`config.mk`:
```
export PLATFORM = sky130hd
export DESIGN_NAME = alu_seq_pipe
export DESIGN_NICKNAME = d
export VERILOG_FILES = /design/src/rtl/alu_seq_pipe.sv
export SDC_FILE = /design/constraint.sdc
export NUM_CORES = 1
export LEC_CHECK = 0
export BUFFER_PORTS_ARGS = -buffer_cell sky130_fd_sc_hd__buf_2
export CORE_MARGIN = 1
export CORE_UTILIZATION = 30
export DETAILED_ROUTE_END_ITERATION = 10
export HOLD_SLACK_MARGIN = 0.12
export PLACE_DENSITY_LB_ADDON = 0.08
export SETUP_SLACK_MARGIN = 0.02
export SYNTH_ARGS = -nofsm -noshare
export SYNTH_HDL_FRONTEND = slang
export SYNTH_SLANG_ARGS = --single-unit
```
`constraint.sdc`:
```
create_clock -name clk -period 5.7 [get_ports clk]
set_input_delay 0.285 -clock clk [delete_from_list [all_inputs] [get_ports clk]]
set_output_delay 0.285 -clock clk [all_outputs]
set_load 0.02 [all_outputs]
```
`src/rtl/alu_seq_pipe.sv`:
```
// alu_seq_pipe: registered ALU with valid/ready handshakes and Z/N/C/V flags.
// Define ALU_SEQ_MUL_EN to enable the iterative shift-add unsigned multiply on opcode 1000.
module alu_seq_pipe #(
  parameter int WIDTH = 32
) (
  input  logic             clk,
  input  logic             rst,
  input  logic             in_valid,
  output logic             in_ready,
  input  logic [3:0]       alu_op,
  input  logic [WIDTH-1:0] a,
  input  logic [WIDTH-1:0] b,
  output logic             out_valid,
  input  logic             out_ready,
  output logic [WIDTH-1:0] s,
  output logic             z,
  output logic             n,
  output logic             c,
  output logic             v
);
  localparam int SHW = $clog2(WIDTH);

  logic [WIDTH-1:0] s_reg, res_next, mul_s;
  logic             out_valid_reg, z_reg, n_reg, c_reg, v_reg;
  logic             c_next, v_next;
  logic             idle, accept, start_mul, mul_done, mul_c;
  logic [WIDTH:0]   sum, diff;
  logic [SHW-1:0]   shamt;

  assign in_ready = !rst && idle && (!out_valid_reg || out_ready);
  assign accept   = in_valid && in_ready;
  assign shamt    = b[SHW-1:0];
  assign sum      = {1'b0, a} + {1'b0, b};
  // Borrow-in of 1 makes the top bit a "no borrow" carry.
  assign diff     = {1'b1, a} - {1'b0, b};

  always_comb begin
    res_next = '0;
    c_next   = 1'b0;
    v_next   = 1'b0;
    case (alu_op)
      4'b0100: begin
        res_next = sum[WIDTH-1:0];
        c_next   = sum[WIDTH];
        v_next   = (a[WIDTH-1] == b[WIDTH-1]) && (sum[WIDTH-1] != a[WIDTH-1]);
      end
      4'b1010, 4'b0010: begin
        res_next = diff[WIDTH-1:0];
        c_next   = diff[WIDTH];
        v_next   = (a[WIDTH-1] != b[WIDTH-1]) && (diff[WIDTH-1] != a[WIDTH-1]);
      end
      4'b0000: res_next = a & b;
      4'b1100: res_next = a | b;
      4'b0001: res_next = a ^ b;
      4'b1101: res_next = b;
      4'b0011: res_next = a << shamt;
      4'b0101: res_next = a >> shamt;
      4'b0111: res_next = $unsigned($signed(a) >>> shamt);
      default: res_next = '0;
    endcase
  end

`ifdef ALU_SEQ_MUL_EN
  typedef enum logic {IDLE, BUSY} state_t;
  state_t               state_reg, state_next;
  logic [SHW-1:0]       count_reg;
  logic [2*WIDTH-1:0]   acc_reg, mcand_reg, acc_next;
  logic [WIDTH-1:0]     mplier_reg;

  assign idle      = (state_reg == IDLE);
  assign start_mul = accept && (alu_op == 4'b1000);
  assign acc_next  = acc_reg + (mplier_reg[0] ? mcand_reg : '0);
  // The last step lands on the edge that also publishes the product.
  assign mul_done  = (state_reg == BUSY) && (count_reg == SHW'(WIDTH - 1));
  assign mul_s     = acc_next[WIDTH-1:0];
  assign mul_c     = |acc_next[2*WIDTH-1:WIDTH];

  always_comb begin
    state_next = state_reg;
    case (state_reg)
      IDLE:    if (start_mul) state_next = BUSY;
      BUSY:    if (mul_done) state_next = IDLE;
      default: state_next = IDLE;
    endcase
  end

  always_ff @(posedge clk) begin
    if (rst) begin
      state_reg  <= IDLE;
      count_reg  <= '0;
      acc_reg    <= '0;
      mcand_reg  <= '0;
      mplier_reg <= '0;
    end else begin
      state_reg <= state_next;
      if (start_mul) begin
        count_reg  <= '0;
        acc_reg    <= '0;
        mcand_reg  <= {{WIDTH{1'b0}}, a};
        mplier_reg <= b;
      end else if (state_reg == BUSY) begin
        count_reg  <= count_reg + SHW'(1);
        acc_reg    <= acc_next;
        mcand_reg  <= mcand_reg << 1;
        mplier_reg <= mplier_reg >> 1;
      end
    end
  end
`else
  assign idle      = 1'b1;
  assign start_mul = 1'b0;
  assign mul_done  = 1'b0;
  assign mul_s     = '0;
  assign mul_c     = 1'b0;
`endif

  always_ff @(posedge clk) begin
    if (rst) begin
      out_valid_reg <= 1'b0;
      s_reg         <= '0;
      z_reg         <= 1'b1;
      n_reg         <= 1'b0;
      c_reg         <= 1'b0;
      v_reg         <= 1'b0;
    end else if (accept && !start_mul) begin
      out_valid_reg <= 1'b1;
      s_reg         <= res_next;
      z_reg         <= (res_next == '0);
      n_reg         <= res_next[WIDTH-1];
      c_reg         <= c_next;
      v_reg         <= v_next;
    end else if (mul_done) begin
      out_valid_reg <= 1'b1;
      s_reg         <= mul_s;
      z_reg         <= (mul_s == '0);
      n_reg         <= mul_s[WIDTH-1];
      c_reg         <= mul_c;
      v_reg         <= 1'b0;
    end else if (out_ready) begin
      out_valid_reg <= 1'b0;
    end
  end

  assign out_valid = out_valid_reg;
  assign s         = s_reg;
  assign z         = z_reg;
  assign n         = n_reg;
  assign c         = c_reg;
  assign v         = v_reg;
endmodule

```
==> impl_results.md <==
* Status: complete, but fails checks
* Failing checks: design-rule violations
* Vias in the first global route at 13,000
* Total number of vias at 13,700
* Critical Path Fanout Max at 15
* Row count at 71
* Number of cells produced by synthesis at 1,584
* Post-synthesis sequential area ratio at 0.0632
* Share of layout cells above drive strength 1 at 0.169
* DRT iter0 DRCs at 1,536
* Core Area at 0.0375 mm^2
* Postcts setup bufs at 0
* Number of nets in the final layout at 1,777
* XOR/XNOR Fraction of Synth Area at 0.00999
* I/O Buffers at 109
* CP Data Required Time at 5.90 ns
* Sequential Area at 721 um^2
* Synth Area in Simple Gates at 0.215
* Synth top area cells: ha_1 11%, mux4_2 9.7%, dfxtp_1 6.3%
* Initial antenna violation count at 1
* Top cell type's share of synthesized area at 0.106
* Drt drc at 2
* Post-synth top flop: dfxtp_1
* Area grow syn2layout at 8.80%
* Max Clk Rate at 205 MHz
* Die H at 197 um
* Avg Vias per Cell at 6.47
* Ports at 110
* Number of detailed-route iterations in the first pass at 8
* Worst-Margin Slew at 1.08 ns
* N_diodes at 0
* Flop2flop setup slack at 2.45 ns
* Pwr Total at 1.82 mW
* Worst Setup End Kind: flip-flop
* Area of the die at 0.0388 mm^2
* CTS sink cnt at 36
* Top cell type by total area after synthesis: ha_1
* Slew margin rel. at 0.275
* Multi-input gate area at 0.00960 mm^2
* Clock Latency Late Sink at 0.28 ns
* LEAKAGE at 5.07 nW
* Hold Fails Final Rpt at 0
* Worst ir drop on vdd at 0.0000985 V
* Final setup skew at 0.00318 ns
* # fillers at 4,155
* Mean Syn Cell Area at 7.20 um^2
* Final ANT Viol Nets at 0
* HPWL after detailed placement at 49,900 um
* Clock transition at path regs at 0.05 ns
* RSZ-0062 raised after global routing: no
* Hold Path Class: in -> reg
* CTS tree: done
* Startpoint types: input pin
* Cell area after synthesis at 0.0114 mm^2
* Min cycle time layout at 4.87 ns
* Number of max-cap violations at 0
* Largest family of logic cells by synthesized area: compound AO/OA/AOI/OAI gates
* Clk buf depth at 2
* Fraction of registers with async set/reset at 0
* Final TNS setup at 0 ns
* Initial Utilization at 0.304
* Mux share of post-synthesis cell area at 0.178
* Hold buffer count at CTS at 0
* Final wirelength at 63,500 um
* Remaining Overflow, GRT at 0
* H-tree Lvls at 2
* Crit path arrival time at 5.06 ns
* Global-route wire length before repair at 92,500 um
* Critical path type: in -> reg
* RePlAce Congestion at 1.02
* Pwr per Cell Area at 147 mW/mm^2
* Fin Hold WS at 0.215 ns
* Final setup violation count at 0
* Synth Area in Adders at 0.110
* Syn nets at 1,755
* Total CTS buffers at 5
* Post-synth EDFFs at 0
* Number of flip-flops in the largest register at 32
* Library cells used by synthesis at 98
* Max Slew Vio Count at 0
* Clock root cell: clkbuf_16
* Die X at 197 um
* Global Route Usage Sum at 0.323
* Share of the clock period used by the worst path at 0.854
* Post-synthesis compound-gate area fraction at 0.326
* WL per Instance at 30.0 um
* Register bit total from synthesis at 36
* Post-cts resize count at 0
* Synth Warn # at 0
* Largest net degree at the start of global routing at 64
==> final cells by class <==
| type | instances | share of cell area |
|---|---|---|
| Clock buffer | 6 | 0.0112 |
| Clock inverter | 2 | 0.000807 |
| Inverter | 98 | 0.0308 |
| Multi-Input combinational cell | 1311 | 0.774 |
| Sequential cell | 36 | 0.0581 |
| Tap cell | 511 | 0.0515 |
| Timing Repair Buffer | 154 | 0.0736 |
==> path summary, 6_finish.rpt <==
path,depth (start not counted),endpoint,startpoint
worst max-delay path,15,z$_SDFFE_PP1P_,a[12]
worst min-delay path,2,out_valid$_SDFFE_PP0P_,rst
worst max register to register,11,z$_SDFFE_PP1P_,out_valid$_SDFFE_PP0P_
worst min register to register,2,s[19]$_SDFFE_PP0P_,s[19]$_SDFFE_PP0P_
==> layout by cell type, fill, tap and decap left out, types with 10 or more instances in the layout <==
| cell | count |
|---|---|
| mux2i_1 | 58 |
| nand4_1 | 23 |
| o22ai_1 | 23 |
| o21ai_0 | 112 |
| a31oi_1 | 20 |
| a21o_1 | 13 |
| a2bb2oi_1 | 13 |
| o211ai_1 | 33 |
| o31ai_1 | 16 |
| inv_1 | 90 |
| nand2b_1 | 11 |
| xnor2_1 | 12 |
| nor4_1 | 21 |
| dfxtp_1 | 36 |
| nor3_1 | 32 |
| nand2_1 | 160 |
| a21oi_1 | 121 |
| a211oi_1 | 36 |
| mux4_2 | 49 |
| nor2_1 | 131 |
| and3_1 | 10 |
| mux2_2 | 23 |
| buf_4 | 45 |
| ha_1 | 97 |
| a221oi_1 | 12 |
| nand3_1 | 63 |
| buf_2 | 107 |
| a22oi_1 | 26 |
==> per-layer routing <==
layer	track usage	part of all wire	up-vias
met1	0.441	0.44	6786
met5	0	0.00024	-
met4	0.120	0.043	2
met3	0.0493	0.071	129
met2	0.510	0.45	732
li1	-	-	6052
==> cell families (layout without fill, tap and decap cells) <==
logic type / Yosys count / after routing
flops: 36 / 36
compound gates: 548 / 548
buf+inv: 237 / 260
fa+ha+maj: 99 / 99
mux: 134 / 134
xor+xnor: 13 / 13
simple gates: 517 / 517
==> worst max-delay path, cell delays in order <==
cell       delay, ns
buf_2           0.32
inv_1           0.09
ha_1            0.65
inv_1           0.27
nor2_1          0.36
nand4_1         0.30
a2111oi_0       0.72
nor2_1          0.24
o21ai_0         0.21
buf_4           0.14
o211ai_1        0.20
a211oi_1        0.28
nand4_1         0.19
or4_1           0.58
o31ai_2         0.22
==> report_power, final <==
group | switching (mW) | internal [mW] | leakage (nW)
logic | 0.837 | 0.418 | 4.70
clock network | 0.105 | 0.172 | 0.0766
registers | 0.0134 | 0.277 | 0.296
==> cells in the mapped netlist (8+ instances only) <==
library cell,n
o22ai_1,23
a31oi_1,20
a21o_1,13
clkbuf_1,85
o21a_1,8
mux2i_1,58
o211ai_1,33
nand3_1,63
mux2_2,23
a21oi_1,121
a221oi_1,12
ha_1,97
nor3_1,33
nand4_1,23
buf_2,22
and2_1,9
nor2_1,131
o2111ai_1,9
nor2b_1,8
o31a_1,8
buf_1,13
inv_1,91
a211oi_1,36
o21ai_0,112
or3_1,9
a221o_1,9
o221ai_1,9
and3_1,10
mux4_2,49
nor4_1,22
dfxtp_1,36
a2bb2oi_1,13
a22oi_1,26
xnor2_1,12
nand2_1,161
o31ai_1,16
nand2b_1,11
==> through the flow <==
stage                util  std cells  cell area (um^2)  setup slack (ns)
detailed placement  0.327       2110             12300             0.809
global route        0.331       2118             12400             0.650
finish              0.331       2118             12400             0.832
global placement    0.327       2110             12300             0.738
floorplan               -       1584             11400              1.44
CTS                 0.331       2118             12400              1.06
Note: power is estimated with default switching activity, not from simulation.
